### config.mk
export PLATFORM = sky130hd
export DESIGN_NAME = mp_add_seq
export DESIGN_NICKNAME = d
export VERILOG_FILES = /design/src/rtl/mp_add_seq.sv
export SDC_FILE = /design/constraint.sdc
export NUM_CORES = 1
export LEC_CHECK = 0
export BUFFER_PORTS_ARGS = -buffer_cell sky130_fd_sc_hd__buf_2
export CAP_MARGIN = 10
export CORE_ASPECT_RATIO = 1.4
export CORE_MARGIN = 3
export CORE_UTILIZATION = 45
export DETAILED_ROUTE_END_ITERATION = 6
export GPL_TIMING_DRIVEN = 0
export PLACE_DENSITY_LB_ADDON = 0.08
export RECOVER_POWER = 100
export SLEW_MARGIN = 15
export SYNTH_ARGS = -nofsm -noshare
export SYNTH_HDL_FRONTEND = slang
export SYNTH_SLANG_ARGS = --single-unit
### constraint.sdc
create_clock -name clk -period 3.1 [get_ports clk]
set_input_delay 0.155 -clock clk [delete_from_list [all_inputs] [get_ports clk]]
set_output_delay 0.155 -clock clk [all_outputs]
set_load 0.05 [all_outputs]
### src/rtl/mp_add_seq.sv
// rtl/mp_add_seq.sv - multi-precision add/subtract sequencer over one shared 8-bit adder slice
module mp_add_seq #(
  parameter int WORDS = 4
) (
  input  logic               clk,
  input  logic               rst_n,
  input  logic               in_valid,
  output logic               in_ready,
  input  logic [8*WORDS-1:0] a,
  input  logic [8*WORDS-1:0] b,
  input  logic               cin,
  input  logic               sub,
  output logic               out_valid,
  input  logic               out_ready,
  output logic [8*WORDS-1:0] sum,
  output logic               cout,
  output logic               ovf,
  output logic               busy
);

  localparam int W  = 8 * WORDS;
  localparam int LW = (WORDS > 1) ? $clog2(WORDS) : 1;

  typedef enum logic [1:0] {
    IDLE = 2'd0,
    RUN  = 2'd1,
    DONE = 2'd2
  } state_t;

  state_t          state_q, state_d;
  logic [LW-1:0]   lane_q, lane_d;
  logic            carry_q, carry_d;
  logic [W-1:0]    opa_q, opa_d;
  logic [W-1:0]    opb_q, opb_d;
  logic [W-1:0]    sum_q, sum_d;
  logic            cout_q, cout_d;
  logic            ovf_q, ovf_d;

  // Shared slice signals
  logic [7:0]      lane_a;
  logic [7:0]      lane_b;
  logic [8:0]      lane_res;
  logic [7:0]      low_res;
  logic            carry_into_msb;
  logic            lane_last;

  // Select the active byte lane of each captured operand and run the 9-bit slice
  always_comb begin
    lane_a = 8'd0;
    lane_b = 8'd0;
    for (int i = 0; i < WORDS; i++) begin
      if (lane_q == LW'(i)) begin
        lane_a = opa_q[i*8 +: 8];
        lane_b = opb_q[i*8 +: 8];
      end
    end
    lane_res       = {1'b0, lane_a} + {1'b0, lane_b} + {8'd0, carry_q};
    // Low seven bits alone tell us the carry into bit 7, needed for signed overflow
    low_res        = {1'b0, lane_a[6:0]} + {1'b0, lane_b[6:0]} + {7'd0, carry_q};
    carry_into_msb = low_res[7];
    lane_last      = (lane_q == LW'(WORDS - 1));
  end

  // Next-state and result update; subtraction is folded into an inverted opB and a preloaded carry of 1
  always_comb begin
    state_d = state_q;
    lane_d  = lane_q;
    carry_d = carry_q;
    opa_d   = opa_q;
    opb_d   = opb_q;
    sum_d   = sum_q;
    cout_d  = cout_q;
    ovf_d   = ovf_q;

    case (state_q)
      IDLE: begin
        if (in_valid) begin
          opa_d   = a;
          opb_d   = sub ? ~b : b;
          carry_d = sub ? 1'b1 : cin;
          lane_d  = '0;
          sum_d   = '0;
          state_d = RUN;
        end
      end

      RUN: begin
        for (int i = 0; i < WORDS; i++) begin
          if (lane_q == LW'(i)) begin
            sum_d[i*8 +: 8] = lane_res[7:0];
          end
        end
        carry_d = lane_res[8];
        if (lane_last) begin
          cout_d  = lane_res[8];
          ovf_d   = carry_into_msb ^ lane_res[8];
          lane_d  = '0;
          state_d = DONE;
        end else begin
          lane_d  = lane_q + LW'(1);
        end
      end

      DONE: begin
        if (out_ready) begin
          state_d = IDLE;
        end
      end

      default: begin
        state_d = IDLE;
        lane_d  = '0;
        carry_d = 1'b0;
        sum_d   = '0;
        cout_d  = 1'b0;
        ovf_d   = 1'b0;
      end
    endcase
  end

  // State and datapath registers with synchronous active-low reset
  always_ff @(posedge clk) begin
    if (!rst_n) begin
      state_q <= IDLE;
      lane_q  <= '0;
      carry_q <= 1'b0;
      opa_q   <= '0;
      opb_q   <= '0;
      sum_q   <= '0;
      cout_q  <= 1'b0;
      ovf_q   <= 1'b0;
    end else begin
      state_q <= state_d;
      lane_q  <= lane_d;
      carry_q <= carry_d;
      opa_q   <= opa_d;
      opb_q   <= opb_d;
      sum_q   <= sum_d;
      cout_q  <= cout_d;
      ovf_q   <= ovf_d;
    end
  end

  assign in_ready  = (state_q == IDLE);
  assign busy      = (state_q == RUN);
  assign out_valid = (state_q == DONE);
  assign sum       = sum_q;
  assign cout      = cout_q;
  assign ovf       = ovf_q;

endmodule

=== Word level (Yosys, flattened, before mapping) ===
Cells that the tools add are included.

* Register bits after elaboration: 103
* Latch bits: 0
* RAM bits: 0
* Memory bits (read-only): 0
* Bits of input ports: 70
* Output and inout port bits: 37
* Logic and storage cells: 71
* Memories: 0

* $add $sub $neg: 5
* $mul: 0
* Div/mod/pow operators: 0
* Magnitude comparators: 0
* Equality and inequality tests: 11
* Shift-type cells: 0
* Multiplexer cells: 29
* Bitwise gates (word level): 4
* Reductions and logical operators: 11

{| class="wikitable"
|+ Operators by type and width
! cell !! count
|-
| 8-bit 2-to-1 mux || 12
|-
| 32-bit one-hot mux with 3 select lines || 1
|-
| 32-bit 2-to-1 mux || 2
|-
| 32-bit NOT || 1
|-
| 3-bit AND reduction || 5
|-
| 2-bit one-hot mux with 3 select lines || 2
|-
| 2-bit 2-to-1 mux || 5
|-
| 2-bit by 1-bit inequality test with 1-bit output (second input constant) || 5
|-
| 8-bit by 8-bit adder with 9-bit output || 1
|-
| 9-bit by 1-bit adder with 9-bit output || 1
|-
| 7-bit by 7-bit adder with 8-bit output || 1
|-
| 8-bit by 1-bit adder with 8-bit output || 1
|-
| 2-bit equality test (second input constant) || 3
|-
| 2-bit AND reduction || 3
|-
| 2-bit by 1-bit equality test with 1-bit output (second input constant) || 2
|-
| 2-bit logical NOT || 2
|-
| 1-bit 2-to-1 mux || 4
|-
| 1-bit one-hot mux with 2 select lines || 2
|-
| 1-bit one-hot mux with 3 select lines || 1
|-
| 2-bit by 1-bit adder with 2-bit output (second input constant) || 1
|-
| 2-bit inequality test (second input constant) || 1
|-
| 1-bit NOT || 2
|-
| 2-bit OR reduction || 1
|-
| 1-bit XOR || 1
|}

=== Depth between registers and ports, before layout ===
Gate-level depths: netlist (run 1).

* Depth after elaboration: 10
* Depth in mapped cells: 18
* Gate-level depth less buffers: 16

=== Worst setup path after synthesis (run 1) ===
Ideal clock, no wire load.

* Kind: register to register
* Start: reg lane_q[1]
* End: reg ovf_q, in the netlist ovf
* Setup time: 0.117 ns
* Data arrival time: 2.932 ns
* Required time: 2.983 ns
* Path slack: 0.051 ns
* Stages on the path, launching flop included: 18
* Buffers on the path: 2
* Clock period less this slack: 3.049 ns
* Cells stage by stage: dfxtp_1 > inv_1 > ha_1 > clkbuf_1 > clkbuf_1 > nor2_1 > a21oi_1 > o21ai_0 > mux2i_1 > fa_1 > inv_1 > fa_1 > nand3_1 > nand2_1 > a221o_1 > a21oi_2 > xor2_1 > a32o_1

* Cells in the longest elaborated chain, start to end: 10
* Elaborated cells between the ends (all ways): 21
* Classes of those cells: 4 x add/sub; 4 x eq/ne; 10 x mux; 1 x bitwise; 2 x reduce/logical

{| class="wikitable"
|+ RTL lines
! what !! RTL line !! source
|-
| start, declared || 31 || <nowiki>logic [LW-1:0] lane_q, lane_d;</nowiki>
|-
| start signal, assigned || 134 || <nowiki>lane_q <= lane_d;</nowiki>
|-
| 2-bit logical NOT || 52 || <nowiki>if (lane_q == LW'(i)) begin</nowiki>
|-
| 8-bit 2-to-1 mux (4 in series) || 52 ||
|-
| 8-bit by 8-bit adder with 9-bit output or 7-bit by 7-bit adder with 8-bit output (tied branches) || 57, 59 ||
|-
| 9-bit by 1-bit adder with 9-bit output or 8-bit by 1-bit adder with 8-bit output (tied branches) || 57, 59 ||
|-
| 1-bit XOR || 96 || <nowiki>ovf_d = carry_into_msb ^ lane_res[8];</nowiki>
|-
| 1-bit 2-to-1 mux || 94 || <nowiki>if (lane_last) begin</nowiki>
|-
| 1-bit one-hot mux with 2 select lines || 75 || <nowiki>case (state_q)</nowiki>
|-
| end signal, assigned || 140 || <nowiki>ovf_q <= ovf_d;</nowiki>
|-
| end, declared || 37 || <nowiki>logic ovf_q, ovf_d;</nowiki>
|}

Several ways; a longest one is shown, not always the timed one. The select of a mux whose other input is x is not followed.
A chain may end at the register's enable or synchronous reset.

=== Worst setup path in the final report (run 1) ===
* Start: reg lane_q[0]
* End: reg ovf_q, in the netlist ovf

Same word-level chain as after synthesis.

==> metrics.yaml, run 1 <==
synth:
  synth_edf_count: 0
  synth_top_area_cell: "dfxtp_1"
  synth.distinct_cells: 42
  ys_warn_count: 0
  synth_cells: 617
  synth_ff_type: "dfxtp_1"
  netlist_area_sq_mm: 0.00513
  ys_ff_latch: 103
  synth_area_per_cell_sq_um: 8.32
  yosysTopAreaCellShare_pct: 40.2
  synth_area_leaders: "dfxtp_1 40%, nand2_1 10%, xnor2_1 6.3%, o211a_1 6.2%, a21boi_0 4.7%"
  async_reset_ff_share_pct: 0
  syn_nets: 700
  yosysSeqAreaShare_pct: 40.2
pwr:
  net-switching-power_mw: 0.998
  p_per_area_mw_per_mm2: 537
  internal_power_mw: 2.43
  power_leakage_nw: 2.93
  p_sw_share_pct: 29.1
  combPwrFrac_pct: 21.3
  p_seq_share_pct: 42.5
  clockPowerShare_pct: 36.2
  total_power_mw: 3.43
  ir_worst_vdd_v: 0.000326
routing:
  drc: 0
  routed_wl_um: 13500
  dr.pass1.iters: 4
  postRouteAntennaNets: 0
  num_vias: 4600
  avgRoutedWirePerCell_um: 15.3
  drt-vias-per-instance: 5.21
  drt_first_iter_violations: 138
critical_path:
  path_max_fanout: 10
  crit_arrival_ns: 3.28
  path_class: "register to register"
  worst_setup_path_end_kind: "register"
  r2r_end: "ovf"
  critPathLaunchType: "register"
  r2r_start: "lane_q[0]"
  ff2ff_path_depth: 17
  reg2reg_slack_ns: 0.06
  cp.required_ns: 3.34
clocking:
  clk_pin_slew_ns: 0.07
  cts_hold_buf: 0
  h-tree-depth: 3
  numCtsBuffers: 9
  clk_path_buf_depth: 2
  cts_tree: "yes"
  cts_sinks: 103
  root_buffer: "clkbuf_16"
  clk_latency_ns: 0.35
timing:
  holdWs_ns: 0.0491
  layout_setup_ws_ns: 0.0582
  setup_violations: 0
  hold_viol_final: 0
  finalCriticalPeriod_ns: 3.04
  grt_setup_unrepaired: "yes"
  setup_tns_ns: 0
  skew_ns: 0.0107
  tightest_slew_ns: 0.596
  min_period_over_period_pct: 98.1
  finalMaxSlewViolations: 0
  slew_headroom_pct: 60.4
  fmax_mhz: 329
finish:
  finish.utilization_pct: 58.2
  area_delta_synth_final_pct: 24.6
  multiInputGateArea_sq_mm: 0.00292
  drive_gt1_share_pct: 24.8
  seq_area_sq_mm: 0.00207
  antenna_cells: 0
  fill_cells: 1056
  fin_nets: 820
floorplanning:
  die_area_sq_mm: 0.0127
  placementRows: 45
  start_util_pct: 46.7
  fp.coreArea_sq_mm: 0.0110
  pin_count: 107
  die_x_um: 96.3
  chipHeight_um: 132
placed_design:
  place_ws_ns: -0.612
  dp_hpwl_um: 10600
  place_congestion: 0.817
  io_buffers: 104
run:
  cap_violations: 0
grt:
  grt_antenna_before_repair: 0
  grt_max_degree: 18
  overflow: 0
  grt_pass1_vias: 4474
  grt_pass1_wl_um: 21400
  grt_usage_pct: 21.6
status:
  status: "completed"
min_path:
  worst_hold_startpoint: "a[4]"
  hold_path_end: "opa_q[4]"
  hp-class: "input port to register"
  worst_hold_path.num_cells: 3
critical path: stages, from the launching register on:
cell	delay [ns]
dfxtp_4	0.39
inv_4	0.06
ha_4	0.19
buf_8	0.14
buf_4	0.13
nand2_1	0.05
nor2_1	0.04
a21oi_1	0.14
nor2_1	0.07
a21oi_1	0.16
o21ai_2	0.09
ha_1	0.30
buf_6	0.15
a21o_1	0.20
a221o_1	0.36
a21oi_2	0.17
xor2_1	0.08
a32o_1	0.21
sequential cells by signal, indices dropped and copies added, names as in the netlist:
signal	flops
opa_q	32
opb_q	32
sum	32
lane_q	2
state_q	2
carry_q	1
cout	1
ovf	1
power groups by stage:
stage	Combinational (mW)	Clock, mW	Sequential (mW)
detailed placement	0.674	0	1.49
floorplan	0.415	0	1.54
global route	0.803	1.32	1.47
finish	0.731	1.24	1.46
CTS	0.691	1.26	1.46
global placement	0.662	0	1.48
layout make-up:
| class | instances | share of cell area [%] |
|---|---|---|
| multi-input cells | 455 | 45.7 |
| flip-flops and latches | 103 | 32.4 |
| repair buffers | 112 | 8.86 |
| plain buffers | 48 | 4.60 |
| clock buffers | 10 | 3.74 |
| well taps | 141 | 2.76 |
| clock inverters | 6 | 1.41 |
| inverters | 8 | 0.548 |
logic make-up after synthesis:
family                   share of synthesized area [%]
buffers and inverters                             5.78
XOR/XNOR                                          6.48
AND/OR/NAND/NOR                                   19.3
multiplexers                                      3.12
AO/OA/AOI/OAI                                     21.7
adder cells (fa/ha/maj)                           3.46
flip-flops                                        40.2
worst max-delay path by stage:
stage                    from      end
CTS                 lane_q[0]  sum[23]
floorplan           lane_q[1]      ovf
finish              lane_q[0]      ovf
detailed placement  lane_q[0]  sum[23]
global placement    lane_q[0]  sum[23]
global route        lane_q[0]      ovf
stage by stage:
stage | std cells | area [sq um]
CTS | 875 | 6220
global placement | 862 | 5830
floorplan | 617 | 5130
global route | 883 | 6390
detailed placement | 862 | 5830
finish | 883 | 6390
synth_stat cells (12+ instances only):
master	instances
nand2_1	140
dfxtp_1	103
a21oi_1	39
nor2_1	38
xnor2_1	37
a21boi_0	32
o211a_1	32
o21ai_0	31
clkbuf_1	27
nor2b_1	22
mux2i_1	16
buf_2	12
routing by layer:
metal  track usage (%)  share of wire, %  vias up
li1                  -                 -     2314
met1              24.0                40     2145
met2              39.1                53      117
met3              3.03               4.5       24
met4              10.0               2.7        0
met5                 0                 0        -
repair_timing:
item,4_1_cts,5_1_grt
setup endpoints to repair,31,21
setup buffers,0,8
pin swaps,2,18
gates resized for setup,31,47
layout by cell type, fill, tap and decap left out, types with 6 or more instances in the layout:
cell type	count
nor3_1	7
o211a_1	32
nand2_1	138
buf_2	103
a21oi_1	36
nor2_1	36
dfxtp_1	101
nand3_1	9
buf_6	8
nor2b_1	22
o21ai_0	17
o21ai_1	14
buf_4	12
and2_1	6
xnor2_1	36
clkbuf_1	27
o21ai_2	6
mux2i_1	16
ha_1	7
clkbuf_16	9
a21boi_0	32
(Power assumes the default switching activity.)
==> run 2: changes to the inputs <==
CORE_UTILIZATION = 50   (was 45)
MAX_ROUTING_LAYER = met4   (was not set)
==> run 2 against run 1 <==
Largest cell class unchanged. Critical path depth is 1 lower. Total power down 3.9%. Fmax barely moved.
==> metrics.yaml, run 2 (synthesis gave the netlist of run 1 again) <==
min_path:
  hp-class: "input port to register"
  worst_hold_startpoint: "a[1]"
  worst_hold_path.num_cells: 3  # unchanged
  hold_path_end: "opa_q[1]"
routing:
  routed_wl_um: 13400  # -0.50%
  dr.pass1.iters: 5  # +1
  drt-vias-per-instance: 5.20  # -0.24%
  wl_met2_um: 7150  # -0.49%
  wl_met3_um: 517  # -16%
  drt_first_iter_violations: 238  # +72%
  avgRoutedWirePerCell_um: 15.3  # +0.18%
  wl_met1_um: 5410  # +1.4%
  postRouteAntennaNets: 0  # unchanged
  drc: 0  # unchanged
  highest_layer: "met4"
  num_vias: 4558  # -0.91%
placed_design:
  dp_hpwl_um: 10300  # -2.6%
  place_congestion: 0.881  # +7.7%
  io_buffers: 104  # unchanged
  placed_cell_area_sq_mm: 0.00582  # -0.13%
floorplanning:
  chipHeight_um: 126  # -4.9%
  die_x_um: 91.6  # -4.8%
  start_util_pct: 51.6  # +4.8 points
  fp.coreArea_sq_mm: 0.00995  # -9.3%
  pin_count: 107  # unchanged
  die_area_sq_mm: 0.0115  # -9.5%
  placementRows: 43  # -4.4%
clocking:
  cts_tree: "yes"
  clk_pin_slew_ns: 0.07  # about the same
  clk_path_buf_depth: 2  # unchanged
  h-tree-depth: 3  # unchanged
  cts_hold_buf: 0  # unchanged
  root_buffer: "clkbuf_16"
  clk_latency_ns: 0.35  # about the same
  cts_sinks: 103  # unchanged
  numCtsBuffers: 9  # unchanged
finish:
  drive_gt1_share_pct: 21.3  # -3.5 points
  final_common_cell: "nand2_1"
  antenna_cells: 0  # unchanged
  fin_nets: 822  # +0.24%
  area_delta_synth_final_pct: 22.9
  final_cell_mix: "138 x nand2_1, 101 x dfxtp_1, 81 x buf_2, 53 x clkbuf_1"
  finalInstanceArea_sq_mm: 0.00631  # -1.3%
timing:
  fmax_mhz: 329  # about the same
  slew_headroom_pct: 59.8  # -0.64 points
  grt_setup_unrepaired: "yes"
  setup_tns_ns: 0  # unchanged
  hold_viol_final: 0  # unchanged
  setup_violations: 0  # unchanged
  skew_ns: 0.00710  # -0.00364 ns
  finalCriticalPeriod_ns: 3.04  # -0.00211 ns
  finalMaxSlewViolations: 0  # unchanged
  min_period_over_period_pct: 98.1  # about the same
  tightest_slew_ns: 0.606  # +0.00960 ns
critical_path:
  r2r_end: "ovf"
  cp_cell_sequence: "inv_4 > ha_4 > clkbuf_16 > nor2_4 > a21oi_2 > o21ai_1 > mux2i_1 > fa_2 > inv_2 > fa_2 > nand3_2 > nand2_2 > a221o_1 > a21oi_2 > xor2_1 > a32o_1"
  reg2reg_slack_ns: 0.06  # about the same
  critPathTopFamily: "compound AO/OA/AOI/OAI gates"
  r2r_start: "lane_q[1]"
  critical-path-slowest-cell: "dfxtp_4"
  path_class: "register to register"
  path_max_fanout: 6  # -4
  worst-path-buf-inv: 3  # -1
  cp.required_ns: 3.34  # about the same
  cp_num_cells: 16  # -1
  worst_setup_path_end_kind: "register"
  ff2ff_path_depth: 16  # -1
  crit_arrival_ns: 3.28  # about the same
  critical-path-max-stage-delay_ns: 0.37  # -0.02 ns
  critPathLaunchType: "register"
grt:
  grt_pass1_wl_um: 21300  # -0.48%
  grt_pass1_vias: 4482  # +0.18%
  grt_max_degree: 15  # -3
  overflow: 0  # unchanged
  grt_antenna_before_repair: 0  # unchanged
  grt_usage_pct: 23.8  # +2.2 points
status:
  status: "completed"
pwr:
  p_per_area_mw_per_mm2: 523  # -2.6%
  power_leakage_nw: 2.81  # -4.1%
  ir_worst_vdd_v: 0.000306  # -6.2%
run:
  cap_violations: 0  # unchanged
-- run 2: changes by cell type in the layout (fill, tap and decap cells not counted), sizes merged --
cell / change
clkbuf: +28
buf: -23
inv: -2
bufinv: -1
clkinv: -1
clkinvlp: -1
-- run 2: how the worst max path moves through the flow --
stage                          to  startpoint
after floorplan               ovf   lane_q[1]
after global placement    sum[23]   lane_q[0]
after detailed placement  sum[23]   lane_q[0]
after CTS                     ovf   lane_q[1]
after global routing          ovf   lane_q[0]
final                         ovf   lane_q[1]
-- run 2: final cells by class --
cell class,instances,area [sq um]
plain buffers,47,288
multi-input cells,455,2900
clock inverters,1,30.0
repair buffers,115,564
inverters,8,37.5
well taps,135,169
flip-flops and latches,103,2070
fillers,902,3640
clock buffers,13,250
-- run 2: tightest hold or removal path, delay by kind of cell --
family	cells	cell delay [ns]
buf+inv	1	0.09
simple gates	1	0.04
compound gates	1	0.06
-- run 2: metal layers --
layer / track usage (%) / vias up
met5: - / -
met4: 9.77 / 0
met3: 2.63 / 24
met2: 43.9 / 110
met1: 25.6 / 2104
li1: - / 2320
-- run 2: timing repair --
item | CTS | global route
gates resized for setup | 34 | 31
cloned | 0 | 0
buffers inserted | 4 | 7
setup endpoints to repair | 31 | 18
pin swaps | 4 | 16
-- run 2: power by group --
group,internal [mW],switching [mW]
Sequential,1.41,0.0515
Combinational,0.290,0.439
Clock,0.640,0.470
Total,2.34,0.961
-- run 2: through the flow --
| step | total power [mW] | util [%] | hold WS (ns) | cells | setup slack [ns] |
|---|---|---|---|---|---|
| after floorplan | 1.96 | - | 0.300 | 617 | 0.0510 |
| after global placement | 2.14 | 58.5 | 0.407 | 856 | -0.519 |
| after detailed placement | 2.16 | 58.5 | 0.414 | 856 | -0.615 |
| after CTS | 3.28 | 62.5 | 0.0508 | 870 | 0.0223 |
| after global routing | 3.43 | 63.4 | 0.0627 | 877 | -0.0627 |
| final | 3.30 | 63.4 | 0.0505 | 877 | 0.0603 |
